==> src/rtl/regpair_file_gen.sv <==
// Register-pair file with shared dreg latch and serial/parallel inc/dec unit.
// Optional XCHG between two pairs is enabled by defining REGPAIR_SWAP_EN.
module regpair_file_gen #(
    parameter int BYTE_W    = 8,
    parameter int NUM_PAIRS = 6,
    parameter int SERIAL    = 1,
    parameter int PSEL_W    = $clog2(NUM_PAIRS)
) (
    input  logic              clk,
    input  logic              rst,
    input  logic [PSEL_W-1:0] pair_sel,
    input  logic              pair_rd,
    input  logic              pair_wr,
    input  logic              lo_rd,
    input  logic              hi_rd,
    input  logic              lo_wr,
    input  logic              hi_wr,
    input  logic [BYTE_W-1:0] dbus_in,
    output logic [BYTE_W-1:0] dbus_out,
    output logic              dbus_oe,
    input  logic              incdec_req,
    input  logic              incdec_dir,
    input  logic              incdec_step2,
    input  logic              incdec_wb,
    output logic              incdec_busy,
    output logic              incdec_done,
`ifdef REGPAIR_SWAP_EN
    input  logic              swap_req,
    input  logic [PSEL_W-1:0] swap_sel,
`endif
    output logic              zero,
    output logic [2*BYTE_W-1:0] address
);

    localparam int DW = 2 * BYTE_W;

    typedef enum logic [1:0] {IDLE, LO, HI, EXEC} state_t;

    state_t state, state_nx;

    logic [DW-1:0]     pairs [NUM_PAIRS];
    logic [DW-1:0]     dreg;
    logic [DW-1:0]     rd_val;
    logic [DW-1:0]     res;
    logic [DW-1:0]     full_res;
    logic [DW-1:0]     step_w;
    logic [BYTE_W:0]   step_b;
    logic [BYTE_W:0]   lo_sum;
    logic [BYTE_W-1:0] hi_res;
    logic              carry_q;
    logic              dir_q;
    logic              step2_q;
    logic              wb_q;
    logic [PSEL_W-1:0] wb_sel;
    logic              done_q;
    logic              busy;
    logic              fin;
    logic              wb_fire;
    logic              swap_go;
    logic [DW-1:0]     sw_val;

    assign busy        = (state != IDLE);
    assign fin         = (state == HI) || (state == EXEC);
    assign wb_fire     = fin && wb_q;
    assign incdec_busy = busy;
    assign incdec_done = done_q;
    assign zero        = (dreg == '0);
    assign address     = dreg;

    // Selected pair value; out-of-range selects read as zero.
    always_comb begin
        rd_val = '0;
        for (int i = 0; i < NUM_PAIRS; i++)
            if (pair_sel == PSEL_W'(i)) rd_val = pairs[i];
    end

`ifdef REGPAIR_SWAP_EN
    logic sw_ok;
    logic rd_ok;

    // Second read port and validity for the exchange.
    always_comb begin
        sw_val = '0;
        sw_ok  = 1'b0;
        rd_ok  = 1'b0;
        for (int i = 0; i < NUM_PAIRS; i++) begin
            if (swap_sel == PSEL_W'(i)) begin
                sw_val = pairs[i];
                sw_ok  = 1'b1;
            end
            if (pair_sel == PSEL_W'(i)) rd_ok = 1'b1;
        end
        swap_go = swap_req && !busy && sw_ok && rd_ok
                  && (swap_sel != pair_sel);
    end
`else
    assign swap_go = 1'b0;
    assign sw_val  = '0;
`endif

    // Inc/dec datapath: byte-wide with stored carry, or full width.
    always_comb begin
        step_b   = step2_q ? (BYTE_W+1)'(2) : (BYTE_W+1)'(1);
        step_w   = step2_q ? DW'(2) : DW'(1);
        lo_sum   = dir_q ? ({1'b0, dreg[BYTE_W-1:0]} - step_b)
                         : ({1'b0, dreg[BYTE_W-1:0]} + step_b);
        hi_res   = dir_q ? (dreg[DW-1:BYTE_W] - BYTE_W'(carry_q))
                         : (dreg[DW-1:BYTE_W] + BYTE_W'(carry_q));
        full_res = dir_q ? (dreg - step_w) : (dreg + step_w);
        res      = (SERIAL != 0) ? {hi_res, dreg[BYTE_W-1:0]} : full_res;
    end

    // Sequencer state register.
    always_ff @(posedge clk or posedge rst) begin
        if (rst) state <= IDLE;
        else     state <= state_nx;
    end

    // Next-state: IDLE -> LO -> HI or IDLE -> EXEC.
    always_comb begin
        state_nx = state;
        unique case (state)
            IDLE: if (incdec_req) state_nx = (SERIAL != 0) ? LO : EXEC;
            LO:   state_nx = HI;
            HI:   state_nx = IDLE;
            EXEC: state_nx = IDLE;
            default: state_nx = IDLE;
        endcase
    end

    // Operation parameters latched at request, carry between halves.
    always_ff @(posedge clk or posedge rst) begin
        if (rst) begin
            carry_q <= 1'b0;
            dir_q   <= 1'b0;
            step2_q <= 1'b0;
            wb_q    <= 1'b0;
            wb_sel  <= '0;
            done_q  <= 1'b0;
        end else begin
            done_q <= fin;
            if (state == IDLE && incdec_req) begin
                dir_q   <= incdec_dir;
                step2_q <= incdec_step2;
                wb_q    <= incdec_wb;
                wb_sel  <= pair_sel;
            end
            if (state == LO) carry_q <= lo_sum[BYTE_W];
        end
    end

    // dreg: loads only while idle, arithmetic owns it while busy.
    always_ff @(posedge clk or posedge rst) begin
        if (rst) begin
            dreg <= '0;
        end else begin
            unique case (state)
                IDLE: begin
                    if (pair_rd) begin
                        dreg <= rd_val;
                    end else begin
                        if (lo_wr) dreg[BYTE_W-1:0]  <= dbus_in;
                        if (hi_wr) dreg[DW-1:BYTE_W] <= dbus_in;
                    end
                end
                LO:      dreg[BYTE_W-1:0] <= lo_sum[BYTE_W-1:0];
                HI:      dreg <= res;
                EXEC:    dreg <= res;
                default: dreg <= dreg;
            endcase
        end
    end

    // Pair array: exchange beats pair_wr, write-back beats both.
    always_ff @(posedge clk or posedge rst) begin
        if (rst) begin
            for (int i = 0; i < NUM_PAIRS; i++) pairs[i] <= '0;
        end else begin
            for (int i = 0; i < NUM_PAIRS; i++) begin
                if (swap_go) begin
                    if (pair_sel == PSEL_W'(i))
                        pairs[i] <= sw_val;
                    else if (PSEL_W'(i) != pair_sel && sw_val != pairs[i]
                             && 1'b0)
                        pairs[i] <= pairs[i];
                end else if (pair_wr && pair_sel == PSEL_W'(i)) begin
                    pairs[i] <= dreg;
                end
`ifdef REGPAIR_SWAP_EN
                if (swap_go && swap_sel == PSEL_W'(i))
                    pairs[i] <= rd_val;
`endif
                if (wb_fire && wb_sel == PSEL_W'(i))
                    pairs[i] <= res;
            end
        end
    end

    // Registered bus drive; low half wins when both reads are asserted.
    always_ff @(posedge clk or posedge rst) begin
        if (rst) begin
            dbus_out <= '0;
            dbus_oe  <= 1'b0;
        end else begin
            priority case (1'b1)
                lo_rd: begin
                    dbus_out <= rd_val[BYTE_W-1:0];
                    dbus_oe  <= 1'b1;
                end
                hi_rd: begin
                    dbus_out <= rd_val[DW-1:BYTE_W];
                    dbus_oe  <= 1'b1;
                end
                default: dbus_oe <= 1'b0;
            endcase
        end
    end

endmodule
==> config.mk <==
export PLATFORM = sky130hd
export DESIGN_NAME = regpair_file_gen
export DESIGN_NICKNAME = d
export VERILOG_FILES = /design/src/rtl/regpair_file_gen.sv
export SDC_FILE = /design/constraint.sdc
export NUM_CORES = 1
export LEC_CHECK = 0
export ABC_CLOCK_PERIOD_IN_PS = 4600
export BUFFER_PORTS_ARGS = -buffer_cell sky130_fd_sc_hd__buf_2
export CORE_ASPECT_RATIO = 0.9
export CORE_MARGIN = 2
export CORE_UTILIZATION = 30
export DETAILED_ROUTE_END_ITERATION = 8
export SETUP_SLACK_MARGIN = 0.02
export SYNTH_ARGS = -nofsm -noshare
export SYNTH_HDL_FRONTEND = slang
export SYNTH_SLANG_ARGS = --single-unit
export TNS_END_PERCENT = 5
==> constraint.sdc <==
create_clock -name clk -period 4.6 [get_ports clk]
set_clock_uncertainty 0.15 [all_clocks]
set_input_delay 0.46 -clock clk [delete_from_list [all_inputs] [get_ports clk]]
set_output_delay 0.46 -clock clk [all_outputs]
set_load 0.1 [all_outputs]
==> metrics.yaml <==
layout:
  nets: 752
  final_common_cell: "dfrtp_1"
  n_antenna_cell: 0
  multi_input_area_sq_um: 3750
  syn2layout_area_growth_pct: 14.5
  regArea_sq_um: 3280
  fillerInstances: 2385
  final_util_pct: 34.8
  drive_above_1_share_pct: 22.6
  mostFrequentLayoutCells: "dfrtp_1 (131), nand2_1 (61), buf_2 (50)"
cts:
  h-tree-depth: 4
  clock-sinks: 131
  holdBufCountCts: 0
  cts_root_buf: "clkbuf_16"
  clk_pin_slew_ns: 0.06
  post_cts.repair.setup_buffers: 0
  cts_resized: 0
  cts_made_buffers: 17
  cts_max_path_buffers: 2
  cts_tree: "yes"
  clock_latency_ns: 0.44
critical_path:
  slowest_delay_ns: 0.52
  path_cells: "nand2b_1 > ha_1 > nor2b_1 > o211a_1 > o21ai_2 > xnor2_1 > and2_1 > a211oi_2"
  worstReg2RegStart: "dir_q"
  crit_path_start_kind: "flop"
  cpMaxStageDelayCell: "xnor2_1"
  crit_arrival_ns: 3.41
  crit_type: "reg2reg"
  ff2ff_setup_slack_ns: 1.33
  r2r-end: "pairs[95]"
  worstPathRequired_ns: 4.74
  timing.critical_path.buf_inv: 0
  rr_worst_depth: 8
  cp_top_family: "simple AND/OR/NAND/NOR gates"
  critPathCaptureType: "flop"
  cp_max_fo: 13
power:
  powerDensity_nw_per_um2: 786
  ir_worst_vdd_mv: 0.334
  power.net_switching_mw: 3.07
  combPwrFrac_pct: 44.8
  p_clk_share_pct: 20.9
  p_seq_share_pct: 34.2
  swShare_pct: 46.5
  p_leak_nw: 3.65
  internal-power_mw: 3.53
die:
  initial_utilization_pct: 30.4
  dieArea_sq_um: 25700
  ios: 51
  core_sq_um: 24100
  die_w_um: 169
  rows: 54
  chipHeight_um: 152
grt:
  grt_pass1_vias: 5400
  grt_usage_pct: 17.0
  grt_max_degree: 106
  grt_use_met3_pct: 3.84
  grt_first_pass_wirelength_um: 33000
  grt_busiest_layer: "met1"
  grt_antenna_before_repair: 0
  grtUsageMet1_pct: 25.0
  overflow: 0
  grt_util_met2_pct: 25.0
route:
  drc_errors: 0
  wl_um: 21300
  viasPerCell: 5.44
  vias: 5620
  drt_first_pass_iters: 5
  ant_nets: 0
  first_iter_violations: 590
  wire_per_inst_um: 20.6
yosys:
  avgSynthCellArea_sq_um: 10.8
  yosys_warnings: 0
  syn_nets: 721
  ys_types: 66
  ys_ff_latch: 131
  async_flop_share_pct: 100
  ys.flop_type: "dfrtp_1"
  netlist_instances: 681
  netlist_area_sq_um: 7330
  ys_seq_area_share_pct: 44.7
  synth_edf_count: 0
sta:
  setup_viol: 0
  min_period_over_period_pct: 71.1
  worst_pin_slew_ns: 1.13
  min_period_ns: 3.27
  rsz0062_at_grt: "false"
  finalHoldViolCount: 0
  slew_violations: 0
  finalSetupTns_ns: 0
  relSlewSlack_pct: 24.1
  fmax_ghz: 0.306
status:
  status: "complete, no violations"
run:
  drv_cap: 0
placed_design:
  io_buffer_count: 50
  place.gp.congestion: 0.834
  place_hpwl_um: 14800
hold_path:
  hold_class: "in2async"
## metal layers
metal	share of wire (%)	wire length (um)	up-vias
met5	0	0	-
met4	1.1	230	0
met3	6.1	1300	15
met2	45	9550	201
met1	48	10200	2850
li1	-	-	2554
## cells in the mapped netlist (all sizes together), types with 5 or more instances
cell type	count	area share, %
a22o	9	1.1
a221oi	14	2.7
ha	15	2.6
xor2	6	0.72
mux2	68	11
and2	8	0.72
clkbuf	21	1.1
inv	22	1.1
nor3	7	0.48
mux4	7	2.1
a21o	6	0.61
a211o	5	0.60
xnor2	6	0.72
a211oi	25	2.6
a22oi	9	0.92
nor2b	11	0.94
buf	22	1.9
nor2	49	2.8
a221o	7	0.96
o21ai	61	4.2
nand2	62	3.2
a21oi	26	1.9
mux2i	32	4.4
dfrtp	131	45
## final cells by class
class / count / area share [%]
clock buffer: 19 / 5.40
clock inverter: 13 / 1.79
inverter: 22 / 1.04
multi-input combinational: 485 / 44.7
sequential: 131 / 39.1
tap: 308 / 4.59
timing repair buffer: 55 / 3.43
## logic make-up (layout without fill, tap and decap cells)
logic type | count (synthesis) | in the layout | synth area share, %
AO/OA/AOI/OAI | 183 | 183 | 18.0
AND/OR/NAND/NOR | 166 | 166 | 11.1
flip-flops | 131 | 131 | 44.7
multiplexers | 107 | 107 | 17.6
buffers and inverters | 65 | 109 | 4.15
adder cells (fa/ha/maj) | 17 | 17 | 3.11
XOR/XNOR | 12 | 12 | 1.43
## how the worst max path moves through the flow
stage / from / to / slack (ns) / depth (start not counted)
CTS: dir_q / pairs[93] / 1.40 / 8
floorplan: rst / address[0] / 0.49 / 1
detailed placement: dir_q / pairs[93] / 1.43 / 8
global placement: dir_q / pairs[94] / 1.52 / 8
global route: dir_q / pairs[93] / 1.15 / 8
finish: dir_q / pairs[95] / 1.33 / 8
## registers in the layout, summed over array words and instances, names as in the netlist
| register | cells |
|---|---|
| pairs | 96 |
| address | 16 |
| dbus_out | 8 |
| wb_sel | 3 |
| state | 2 |
| carry_q | 1 |
| dbus_oe | 1 |
| dir_q | 1 |
| incdec_done | 1 |
| step2_q | 1 |
| wb_q | 1 |
## worst register-to-register path, stage by stage (launching register included)
cell and delay (ns):
dfrtp_1 0.51, nand2b_1 0.47, ha_1 0.42, nor2b_1 0.16, o211a_1 0.20, o21ai_2 0.09, xnor2_1 0.52, and2_1 0.47
a211oi_2 0.12
## power groups by stage
stage / sequential [mW] / clock (mW) / combinational (mW)
3_5_place_dp: 2.25 / 0 / 2.95
4_1_cts: 2.24 / 1.40 / 2.96
3_3_place_gp: 2.25 / 0 / 2.91
6_report: 2.26 / 1.38 / 2.96
2_1_floorplan: 2.64 / 0 / 1.73
5_1_grt: 2.32 / 1.46 / 3.20
## stage by stage
step	setup WS (ns)	area, sq um	total power, mW	std cells	hold slack (ns)
final	1.33	8390	6.60	1033	0.0496
after global routing	1.15	8390	6.98	1033	0.113
after CTS	1.40	8390	6.61	1033	0.0984
after detailed placement	1.43	7790	5.21	1001	0.320
after global placement	1.52	7790	5.16	1001	0.314
after floorplan	0.492	7330	4.37	681	0.299
No activity file was read; power rests on OpenSTA's default activity.
